**config.mk**
```make
export PLATFORM = sky130hd
export DESIGN_NAME = toggle_activity_monitor_flat
export DESIGN_NICKNAME = d
export VERILOG_FILES = /design/src/rtl/toggle_mon_pkg.sv /design/src/rtl/toggle_activity_monitor_if.sv /design/src/rtl/toggle_edge_det.sv /design/src/rtl/toggle_activity_monitor.sv /design/src/flat_wrapper.sv
export SDC_FILE = /design/constraint.sdc
export NUM_CORES = 1
export LEC_CHECK = 0
export BUFFER_PORTS_ARGS = -buffer_cell sky130_fd_sc_hd__buf_2
export CORE_MARGIN = 2
export CORE_UTILIZATION = 45
export DETAILED_ROUTE_END_ITERATION = 7
export PLACE_DENSITY = 0.67
export SYNTH_ARGS = -nofsm -noshare
export SYNTH_HDL_FRONTEND = slang
export SYNTH_SLANG_ARGS = --single-unit
```
**constraint.sdc**
```tcl
create_clock -name clk -period 3.5 [get_ports clk]
set_input_delay 0.175 -clock clk [delete_from_list [all_inputs] [get_ports clk]]
set_output_delay 0.175 -clock clk [all_outputs]
set_load 0.1 [all_outputs]
```
**src/rtl/toggle_mon_pkg.sv**
```systemverilog
// Shared definitions for the toggle activity monitor: FSM state encoding
// and the default counter/window widths.
package toggle_mon_pkg;

    localparam int CNT_W_DEF = 16;
    localparam int WIN_W_DEF = 16;

    // State encoding is kept as plain constants so older blocks that match on raw codes still line up.
    typedef logic [1:0] state_t;
    localparam state_t ST_IDLE = 2'd0;
    localparam state_t ST_RUN  = 2'd1;
    localparam state_t ST_DONE = 2'd2;

endpackage

```
**src/rtl/toggle_activity_monitor_if.sv**
```systemverilog
// Control/result bundle between a measurement controller (master) and the
// toggle activity monitor (slave).
interface toggle_activity_monitor_if
    import toggle_mon_pkg::*;
#(
    parameter int CNT_W = CNT_W_DEF,
    parameter int WIN_W = WIN_W_DEF
) ();

    logic             start;
    logic [WIN_W-1:0] win_len;
    logic             sig_in;
    logic             busy;
    logic             done;
    logic [CNT_W-1:0] rise_cnt;
    logic [CNT_W-1:0] fall_cnt;
    logic [CNT_W-1:0] high_cnt;
    logic             sat;

    modport master (
        output start, win_len, sig_in,
        input  busy, done, rise_cnt, fall_cnt, high_cnt, sat
    );

    modport slave (
        input  start, win_len, sig_in,
        output busy, done, rise_cnt, fall_cnt, high_cnt, sat
    );

endinterface

```
**src/rtl/toggle_edge_det.sv**
```systemverilog
// Sample path of the monitor: optional two-flop synchronizer, the reference
// level (prev) and the per-cycle rise/fall strobes.
// Build option: TOGGLE_MON_SYNC_EN inserts the synchronizer on sig_in.
module toggle_edge_det (
    input  logic clk,
    input  logic rst_n,
    input  logic sig_in,
    input  logic load,      // accepted start: capture reference level
    input  logic sample,    // RUN cycle: evaluate edge and update reference
    output logic sig_s,
    output logic rise,
    output logic fall
);

    logic prev_reg;

`ifdef TOGGLE_MON_SYNC_EN
    logic [1:0] sync_reg;

    // Two-flop synchronizer for a sig_in that is asynchronous to clk.
    always_ff @(posedge clk or negedge rst_n) begin
        if (!rst_n) begin
            sync_reg <= 2'b00;
        end else begin
            sync_reg <= {sync_reg[0], sig_in};
        end
    end

    assign sig_s = sync_reg[1];
`else
    assign sig_s = sig_in;
`endif

    // Reference level: set on start (no edge counted then), tracked every RUN cycle.
    always_ff @(posedge clk or negedge rst_n) begin
        if (!rst_n) begin
            prev_reg <= 1'b0;
        end else if (load || sample) begin
            prev_reg <= sig_s;
        end
    end

    assign rise = sample &&  sig_s && !prev_reg;
    assign fall = sample && !sig_s &&  prev_reg;

endmodule

```
**src/rtl/toggle_activity_monitor.sv**
```systemverilog
// Toggle activity monitor: counts rising edges, falling edges and high cycles
// of sig_in over a programmed window and holds the results until the next start.
// Build option: TOGGLE_MON_SYNC_EN (see toggle_edge_det).
module toggle_activity_monitor
    import toggle_mon_pkg::*;
#(
    parameter int CNT_W = CNT_W_DEF,
    parameter int WIN_W = WIN_W_DEF
) (
    input  logic                       clk,
    input  logic                       rst_n,
    toggle_activity_monitor_if.slave   bus
);

    state_t           state_reg;
    logic [WIN_W-1:0] remaining_reg;
    logic             done_reg;
    logic             sat_reg;
    logic [CNT_W-1:0] cnt_reg [3];   // 0: rise, 1: fall, 2: high

    logic       start_acc;
    logic       sampling;
    logic       sig_s;
    logic       rise;
    logic       fall;
    logic [2:0] inc;

    assign start_acc = bus.start && ((state_reg == ST_IDLE) || (state_reg == ST_DONE));
    assign sampling  = (state_reg == ST_RUN);
    assign inc       = {sampling && sig_s, fall, rise};

    toggle_edge_det u_edge_det (
        .clk    (clk),
        .rst_n  (rst_n),
        .sig_in (bus.sig_in),
        .load   (start_acc),
        .sample (sampling),
        .sig_s  (sig_s),
        .rise   (rise),
        .fall   (fall)
    );

    // Window FSM. A zero-length window enters DONE on the start edge but raises
    // done one cycle later, so done always trails the start by at least one edge.
    always_ff @(posedge clk or negedge rst_n) begin
        if (!rst_n) begin
            state_reg     <= ST_IDLE;
            remaining_reg <= '0;
            done_reg      <= 1'b0;
        end else if (start_acc) begin
            state_reg     <= (bus.win_len == '0) ? ST_DONE : ST_RUN;
            remaining_reg <= bus.win_len;
            done_reg      <= 1'b0;
        end else begin
            case (state_reg)
                ST_RUN: begin
                    remaining_reg <= remaining_reg - WIN_W'(1);
                    if (remaining_reg == WIN_W'(1)) begin
                        state_reg <= ST_DONE;
                        done_reg  <= 1'b1;
                    end
                end
                ST_DONE: done_reg  <= 1'b1;
                ST_IDLE: ;
                default: state_reg <= ST_IDLE;
            endcase
        end
    end

    // Saturating activity counters and the sticky overflow-attempt flag.
    always_ff @(posedge clk or negedge rst_n) begin
        if (!rst_n) begin
            for (int i = 0; i < 3; i++) cnt_reg[i] <= '0;
            sat_reg <= 1'b0;
        end else if (start_acc) begin
            for (int i = 0; i < 3; i++) cnt_reg[i] <= '0;
            sat_reg <= 1'b0;
        end else begin
            for (int i = 0; i < 3; i++) begin
                if (inc[i]) begin
                    if (cnt_reg[i] == '1) begin
                        sat_reg <= 1'b1;
                    end else begin
                        cnt_reg[i] <= cnt_reg[i] + CNT_W'(1);
                    end
                end
            end
        end
    end

    assign bus.busy     = sampling;
    assign bus.done     = done_reg;
    assign bus.rise_cnt = cnt_reg[0];
    assign bus.fall_cnt = cnt_reg[1];
    assign bus.high_cnt = cnt_reg[2];
    assign bus.sat      = sat_reg;

endmodule
```
**src/flat_wrapper.sv**
```systemverilog
// flat-port wrapper written by rule: the top's interface ports become plain ports
module toggle_activity_monitor_flat import toggle_mon_pkg::*;
#(
    parameter int CNT_W = CNT_W_DEF,
    parameter int WIN_W = WIN_W_DEF
)
  (clk, rst_n, bus_start, bus_win_len, bus_sig_in, bus_busy, bus_done, bus_rise_cnt, bus_fall_cnt, bus_high_cnt, bus_sat);
  toggle_activity_monitor_if #(.CNT_W(CNT_W), .WIN_W(WIN_W)) bus_i ();
  input  logic clk;
  input  logic rst_n;
  input wire logic [$bits(bus_i.start)-1:0] bus_start;
  input wire logic [$bits(bus_i.win_len)-1:0] bus_win_len;
  input wire logic [$bits(bus_i.sig_in)-1:0] bus_sig_in;
  output wire logic [$bits(bus_i.busy)-1:0] bus_busy;
  output wire logic [$bits(bus_i.done)-1:0] bus_done;
  output wire logic [$bits(bus_i.rise_cnt)-1:0] bus_rise_cnt;
  output wire logic [$bits(bus_i.fall_cnt)-1:0] bus_fall_cnt;
  output wire logic [$bits(bus_i.high_cnt)-1:0] bus_high_cnt;
  output wire logic [$bits(bus_i.sat)-1:0] bus_sat;
  assign bus_i.start = bus_start;
  assign bus_i.win_len = bus_win_len;
  assign bus_i.sig_in = bus_sig_in;
  assign bus_busy = bus_i.busy;
  assign bus_done = bus_i.done;
  assign bus_rise_cnt = bus_i.rise_cnt;
  assign bus_fall_cnt = bus_i.fall_cnt;
  assign bus_high_cnt = bus_i.high_cnt;
  assign bus_sat = bus_i.sat;
  toggle_activity_monitor #(.CNT_W(CNT_W), .WIN_W(WIN_W)) u_core (.clk(clk), .rst_n(rst_n), .bus(bus_i));
endmodule
```
Yosys cells after proc, flatten, opt, wreduce, memory -nomap -nowiden:

Cells that the tools add are included.

* equality and inequality tests: 11
* reduce and logical (&&, ||, !) cells: 22
* multiplexer cells: 23
* $add $sub $neg: 4

Operators with widths (number)
* 16-bit 2-to-1 mux: 8
* 16-bit by 1-bit adder with 16-bit output (second input constant): 3
* 16-bit == test (second input constant): 3
* 48-bit 2-to-1 mux: 1
* 16-bit by 1-bit == test with 1-bit output (second input constant): 1
* 16-bit logical NOT: 1
* 16-bit by 1-bit subtractor with 16-bit output (second input constant): 1
* 2-bit AND reduction: 5
* 1-bit 2-to-1 mux: 9
* 2-bit nonzero test: 4
* 2-bit 2-to-1 mux: 3
* 2-bit != test (second input constant): 3
* 1-bit logical AND: 5
* 2-bit case mux with 2 select lines: 1
* 3-bit != test (second input constant): 1
* 3-bit nonzero test: 1
* 2-bit by 1-bit == test with 1-bit output (second input constant): 1
* 2-bit == test (second input constant): 1
* 1-bit logical NOT: 2
* 2-bit logical NOT: 1
* 1-bit logical OR: 2
* 2-bit by 1-bit != test with 1-bit output (second input constant): 1
* 1-bit case mux with 2 select lines: 1
* 2-bit OR reduction: 1

* logic and storage cells: 68
* flip-flop bits (word level): 69
* output and inout port bits: 51
* input bits: 20

Depth between registers and ports, before layout:

Gate-level depths: netlist (run 1).

* word-level depth: 9
* mapped depth: 6
* mapped depth without buffers: 6

Cells and area by module:

A second synthesis (run 1) with hierarchy kept.

* cell total of the unflattened synthesis: 422
* area, all modules: 3851.2 sq um

Modules (own cells, without submodules)
* toggle_activity_monitor: area an instance 3788.6 sq um, seq. area each 1701.6 sq um, instances 1, cells each 414
* toggle_edge_det: area an instance 62.6 sq um, seq. area each 25.0 sq um, instances 1, cells each 8

Worst setup path before layout (run 1):

No wires, ideal clock.

* path kind: flip-flop to flip-flop
* from: reg u_core.cnt_reg (netlist bit u_core.bus.fall_cnt[0])
* to: reg u_core.cnt_reg (netlist bit u_core.bus.fall_cnt[3])
* data arrival time: 2.532 ns
* period minus slack after synthesis: 2.626 ns
* buffers on the path: 0
* path slack: 0.874 ns
* cell stages (with the launch flop): 7
* data required time: 3.406 ns
* path through: dfrtp_1 ha_1 and3_1 nor3b_1 a21boi_0 nand2_1 mux2i_1

* cells in the longest elaborated chain, start to end: 4
* elaborated cells between the ends (all ways): 7
* classes of those cells: add/sub: 1; eq/ne: 2; mux: 3; reduce/logical: 1

Ends and longest elaborated chain
* start: declaration: line toggle_activity_monitor.sv:19 `logic [CNT_W-1:0] cnt_reg [3];`
* start signal: indexed assignment: line toggle_activity_monitor.sv:84 `cnt_reg[i] <= cnt_reg[i] + CNT_W'(1);`
* 16-bit by 1-bit adder with 16-bit output: line toggle_activity_monitor.sv:84
* 16-bit 2-to-1 mux: line toggle_activity_monitor.sv:81 `if (cnt_reg[i] == '1) begin`
* 16-bit 2-to-1 mux: line toggle_activity_monitor.sv:80 `if (inc[i]) begin`
* 48-bit 2-to-1 mux: line toggle_activity_monitor.sv:75 `end else if (start_acc) begin`

Several ways; a longest one is shown, not always the timed one. The select of a mux whose other input is x is not followed.
A chain may end at the register's enable or synchronous reset.

Final worst setup path (run 1):

* from: reg u_core.cnt_reg (netlist bit u_core.bus.fall_cnt[0])
* to: reg u_core.cnt_reg (netlist bit u_core.bus.fall_cnt[0])

The elaborated chain is that of the path after synthesis.

==> flow_summary.ini, run 1 <==
[power]
intPower_mw = 1.64
swShare_pct = 47.0
power_frac_comb_pct = 41.6
power_switching_mw = 1.45
seqPwrFrac_pct = 37.7
leakagePower_nw = 2.01
p_clk_share_pct = 20.7
ir_worst_vdd_mv = 0.875
pwr_density_cell_nw_per_um2 = 713

[sta]
rsz0062_at_grt = false
final_max_slew_viol_count = 0
finClkSkew_ns = 0.00935
setup_violations = 0
finalCriticalPeriod_ns = 2.27
period_share_pct = 64.9
fin_setup_tns_ns = 0
max_clock_freq_mhz = 440
max_slew_margin_pct = 35.7
final_hold_viol_count = 0
tightest_slew_ns = 0.961

[yosys]
yosysWarningCount = 0
synthArstFlopShare_pct = 100
avgSynthCellArea_sq_um = 9.28
synth_edf_count = 0
synth_fp_nets = 421
synth_seq_cells = 69
yosysUniqueCellTypes = 49
synth_ff_type = dfrtp_1
yosysSeqAreaShare_pct = 47.0
synth_area_sq_um = 3670
netlist_instances = 396

[cells_and_area]
multi_input_area_sq_um = 1890
layoutNonFillerInstCount = 574
final_common_cell = buf_2
final_cell_mix = 70 x buf_2, 69 x dfrtp_1, 55 x nand2_1, 44 x nor2_1, 25 x xnor2_1
diodes = 0
final_layout_size_suffix_gt1_share_pct = 21.6
fillers = 751
areaGrowthSynthToFinish_pct = 18.1
nNetsFinal = 493
regArea_sq_um = 1730

[cts]
h-tree-depth = 3
clk_pin_slew_ns = 0.07
root_buffer = clkbuf_8
tritoncts = built
cts_buffers = 9
clk_path_buf_depth = 2
cts.sinks = 69
cts_resized = 0
clock_latency_ns = 0.34

[die]
die_h_um = 94.4
pin_count = 71
die_w_um = 94.4
initial_utilization_pct = 47.1
die_area_sq_um = 8900
core_sq_um = 7810
fp-row-count = 32

[placed_design]
gp_congestion = 0.837
port_buffers = 70
dp.cells = 558
dp.final_hpwl_um = 6160

[global_route]
track_usage_pct = 20.7
grt_max_degree = 37
gr-usage-met1_pct = 27.8
grt_antenna_before_repair = 0
grt_overflow_total = 0
top_usage_layer = met2
grt_pass1_vias = 3152
grt_use_met2_pct = 32.6
grt_pass1_wl_um = 14600
grtUsageMet3_pct = 6.07

[detailed_routing]
detail-route-antenna-nets = 0
drt_iter0_drc = 107
drt_wl_total_um = 8550
wire_per_inst_um = 14.9
drt-pass1-iter-count = 4
avgViaCountPerCell = 5.68
drc_errors = 0
vias = 3262

[setup_path]
r2r-start = u_core.bus.fall_cnt[0]
end_kind = register
worstPathArrival_ns = 2.46
worst-endpoint-required_ns = 3.69
startpoint = u_core.bus.fall_cnt[0]
critPathMaxFanout = 7
start_kind = register
path_class = reg -> reg

[hold_path]
hold_class = in -> reg
min_from = bus_win_len[7]

[job]
max_cap_viol_count = 0

[status]
outcome = finished clean
power groups by stage:
stage,logic [mW],clock network (mW),registers (mW)
floorplan,0.519,0,1.68
global placement,1.27,0,1.17
detailed placement,1.29,0,1.17
CTS,1.30,0.661,1.16
global route,1.39,0.701,1.19
finish,1.29,0.641,1.16
synthesized netlist by cell type, types with 5 or more instances:
| library cell | n | area, sq um |
|---|---|---|
| a21oi_1 | 15 | 75.1 |
| and3_1 | 6 | 37.5 |
| and4_1 | 7 | 61.3 |
| clkbuf_1 | 9 | 33.8 |
| dfrtp_1 | 69 | 1730 |
| ha_1 | 5 | 62.6 |
| mux2i_1 | 10 | 100 |
| nand2_1 | 55 | 206 |
| nand3_1 | 23 | 115 |
| nand4_1 | 10 | 62.6 |
| nor2_1 | 44 | 165 |
| nor3_1 | 15 | 75.1 |
| nor4_1 | 10 | 62.6 |
| o211ai_1 | 8 | 60.1 |
| o21ai_0 | 14 | 70.1 |
| or3_1 | 9 | 56.3 |
| xnor2_1 | 25 | 219 |
worst max-delay path: stages (launching register included):
cell,delay [ns]
dfrtp_1,0.39
ha_1,0.17
and3_1,0.23
nor3b_1,0.63
a21boi_0,0.39
xnor2_1,0.27
nor2_1,0.06
metal layers:
layer	vias up	wire length [um]
li1	1582	-
met4	0	82
met5	-	0
met2	99	3930
met3	9	497
met1	1572	4050
cell type report:
| cell class | instances | area share, % |
|---|---|---|
| Sequential cell | 69 | 39.8 |
| Inverter | 5 | 0.433 |
| Timing Repair Buffer | 74 | 8.83 |
| Tap cell | 102 | 2.94 |
| Clock buffer | 15 | 4.53 |
| Multi-Input combinational cell | 309 | 43.5 |
stage by stage:
step / power (mW) / setup slack [ns] / util (%) / instance area, sq um / hold WS (ns)
floorplan: 2.19 / 0.874 / - / 3670 / -0.121
global placement: 2.44 / 1.40 / 52.9 / 4130 / 0.312
detailed placement: 2.47 / 1.28 / 52.9 / 4130 / 0.308
CTS: 3.12 / 1.26 / 55.6 / 4340 / 0.0415
global route: 3.29 / 1.06 / 55.6 / 4340 / 0.0630
finish: 3.09 / 1.23 / 55.6 / 4340 / 0.0619
path summary, 6_finish.rpt:
| path | to | slack (ns) | depth (start not counted) |
|---|---|---|---|
| max in group asynchronous | u_core.bus.high_cnt[12] | 2.27 | 3 |
| hold / removal | u_core.remaining_reg[7] | 0.06 | 3 |
| setup / recovery | u_core.bus.fall_cnt[0] | 1.23 | 6 |
| setup reg to reg | u_core.bus.fall_cnt[0] | 1.23 | 6 |
| hold reg to reg | u_core.bus.high_cnt[8] | 0.49 | 1 |
| min in group asynchronous | u_core.bus.rise_cnt[7] | 0.47 | 2 |
logic make-up (layout without fill, tap and decap cells):
family,after synthesis,count (layout),share of synthesized area [%]
flip-flops,69,69,47.0
AND/OR/NAND/NOR,204,204,28.2
buffers and inverters,18,94,1.87
AO/OA/AOI/OAI,61,61,11.5
XOR/XNOR,28,28,6.68
multiplexers,11,11,3.03
adder cells (fa/ha/maj),5,5,1.70
timing repair:
item | 4_1_cts | 5_1_grt
hold buffers | 1 | 0
setup endpoints to repair | 0 | 0
buffers inserted | 0 | 0
hold endpoints to repair | 34 | 0
No activity file was read; power rests on OpenSTA's default activity.
==> run 2, diff against run 1 <==
--- a/config.mk
+++ b/config.mk
@@ -5,11 +5,12 @@
 export SDC_FILE = /design/constraint.sdc
 export NUM_CORES = 1
 export LEC_CHECK = 0
+export ABC_AREA = 1
 export BUFFER_PORTS_ARGS = -buffer_cell sky130_fd_sc_hd__buf_2
 export CORE_MARGIN = 2
 export CORE_UTILIZATION = 45
 export DETAILED_ROUTE_END_ITERATION = 7
-export PLACE_DENSITY = 0.67
+export PLACE_DENSITY = 0.68
 export SYNTH_ARGS = -nofsm -noshare
 export SYNTH_HDL_FRONTEND = slang
 export SYNTH_SLANG_ARGS = --single-unit
==> constraint.sdc (replaced) <==
create_clock -name clk -period 1.95 [get_ports clk]
set_input_delay 0.0975 -clock clk [delete_from_list [all_inputs] [get_ports clk]]
set_output_delay 0.0975 -clock clk [all_outputs]
set_load 0.1 [all_outputs]
==> run 2 against run 1 <==
Via count rose by 36%. Design area rose by 22%. Combinational power rose to 2.6 times the previous value. Fmax rose by 29%. Sequential power rose by 93%. Final cell count rose by 53%. First-iteration DRC count rose by 63%. Worst hold slack got worse by 0.039 ns. Synthesized area rose by 22%. Die area rose by 21%. Routed wire length rose by 30%. Highest routed layer unchanged.
==> flow_summary.ini, run 2 <==
[detailed_routing]
drt_wl_total_um = 11100
avgViaCountPerCell = 5.06
drt-pass1-iter-count = 4
wire_per_inst_um = 12.6
drt_iter0_drc = 174
drc_errors = 0
detail-route-antenna-nets = 0
vias = 4436

[yosys]
synth_area_sq_um = 4500
yosysSeqAreaShare_pct = 38.4
synth_fp_nets = 684
synth_ff_type = dfrtp_1
synth_common_cells = 228 x nand2_1, 90 x nor2_1, 69 x dfrtp_1
netlist_instances = 659
yosysUniqueCellTypes = 33
synth_edf_count = 0
synth_top_area_share_pct = 38.4
yosysWarningCount = 0
avgSynthCellArea_sq_um = 6.82
yosys.area.top_type = dfrtp_1
synthArstFlopShare_pct = 100
yosys-top-cells-area = dfrtp_1 38%, nand2_1 19%, nor2_1 7.5%, nand3_1 6.3%, inv_1 5.5%
synth.most_common_cell = nand2_1
synth_seq_cells = 69

[cells_and_area]
design_area_sq_um = 5300
final_cell_mix = 228 x nand2_1, 90 x nor2_1, 70 x buf_2, 66 x inv_1, 57 x nand3_1
diodes = 0
final_common_cell = nand2_1
final_layout_size_suffix_gt1_share_pct = 21.0
layoutNonFillerInstCount = 876
areaGrowthSynthToFinish_pct = 17.9
nNetsFinal = 763

[placed_design]
gp_congestion = 0.903
dp.final_hpwl_um = 8070
place_area_sq_um = 5030
dp.cells = 853
port_buffers = 70

[setup_path]
start_kind = register
path_class = reg -> reg
critPathMaxFanout = 14
worst-endpoint-required_ns = 2.24
end_kind = register
worstPathArrival_ns = 2.06

[power]
ir_worst_vdd_mv = 0.697
pwr_density_cell_nw_per_um2 = 1280
leakagePower_nw = 2.64

[cts]
clk_pin_slew_ns = 0.08
cts_buffers = 9
tritoncts = built
clock_latency_ns = 0.35
h-tree-depth = 3
hold_buffers = 7
post-cts-setup-buffers = 0
cts_resized = 0
cts.sinks = 69
root_buffer = clkbuf_8
clk_path_buf_depth = 2

[die]
fp-row-count = 36
pin_count = 71
die_h_um = 104
die_w_um = 104
core_sq_um = 9730
die_area_sq_um = 10800
initial_utilization_pct = 46.2

[sta]
final_hold_viol_count = 0
rsz0062_at_grt = false
tightest_slew_ns = 0.495
setup_violations = 0
max_slew_margin_pct = 67.2
final_max_slew_viol_count = 0
finalCriticalPeriod_ns = 1.77
finClkSkew_ns = 0.00946
max_clock_freq_mhz = 566
period_share_pct = 90.7

[global_route]
grt_pass1_wl_um = 19100
grt_max_degree = 70
grt_antenna_before_repair = 0
grt_overflow_total = 0
track_usage_pct = 21.2
grt_pass1_vias = 4230

[hold_path]
hold_class = in -> reg

[status]
outcome = finished clean

[job]
max_cap_viol_count = 0
-- run 2: stage by stage --
stage	hold WS [ns]	worst slack, ns	power (mW)	utilization [%]	TNS (ns)
final	0.0231	0.182	6.78	54.5	0
after global routing	0.0372	0.0199	7.23	54.5	0
after CTS	0.0116	0.173	6.82	54.5	0
after detailed placement	0.156	0.184	5.59	51.7	0
after global placement	0.157	0.256	5.52	51.7	0
after floorplan	-0.198	-0.00611	4.91	-	-0.00611
-- run 2: metal layers --
metal	global-route usage, %	wire (um)
met5	0	0
met4	7.53	143
met3	2.94	452
met2	35.9	5270
met1	27.6	5210
-- run 2: final cells by class --
class                           instances  area [sq um]
Timing Repair Buffer                   83           490
Clock buffer                           10           138
Tap cell                              133           166
Inverter                               72           275
Multi-Input combinational cell        503          2400
Fill cell                             975          4430
Sequential cell                        69          1770
Clock inverter                          6          61.3
-- run 2: critical path, stage by stage, from the launching register on --
cell,delay [ns]
dfrtp_2,0.40
ha_1,0.27
nand3_2,0.15
inv_2,0.09
nand2_1,0.08
nor2_4,0.16
nor2_4,0.10
nor2_4,0.29
nand2_1,0.09
nand2_1,0.08
-- run 2: power by group --
part / switching [mW] / internal, mW
clock network: 0.574 / 0.623
registers: 0.430 / 1.81
logic: 2.56 / 0.778
total: 3.56 / 3.21
-- run 2: kinds of logic (layout without fill, tap and decap cells) --
| kind of cell | Yosys count | count (layout) | synth area share (%) |
|---|---|---|---|
| and+or+nand+nor | 431 | 431 | 41.6 |
| buffers and inverters | 87 | 171 | 8.29 |
| DFF | 69 | 69 | 38.4 |
| AOI/OAI and AO/OA | 47 | 47 | 6.46 |
| xor gates and xnor gates | 20 | 20 | 3.90 |
| adders and majority gates | 5 | 5 | 1.39 |
-- run 2: path summary, 6_finish.rpt --
path / from / to / slack [ns] / cells past startpoint
max: u_core.bus.rise_cnt[0] / u_core.bus.rise_cnt[11] / 0.18 / 9
min: bus_win_len[4] / u_core.remaining_reg[4] / 0.02 / 3
max reg2reg: u_core.bus.rise_cnt[0] / u_core.bus.rise_cnt[11] / 0.18 / 9
min reg2reg: u_core.remaining_reg[1] / u_core.remaining_reg[1] / 0.52 / 2
max in group asynchronous: rst_n / u_core.bus.rise_cnt[2] / 1.32 / 3
min in group asynchronous: rst_n / u_core.bus.high_cnt[3] / 0.28 / 3
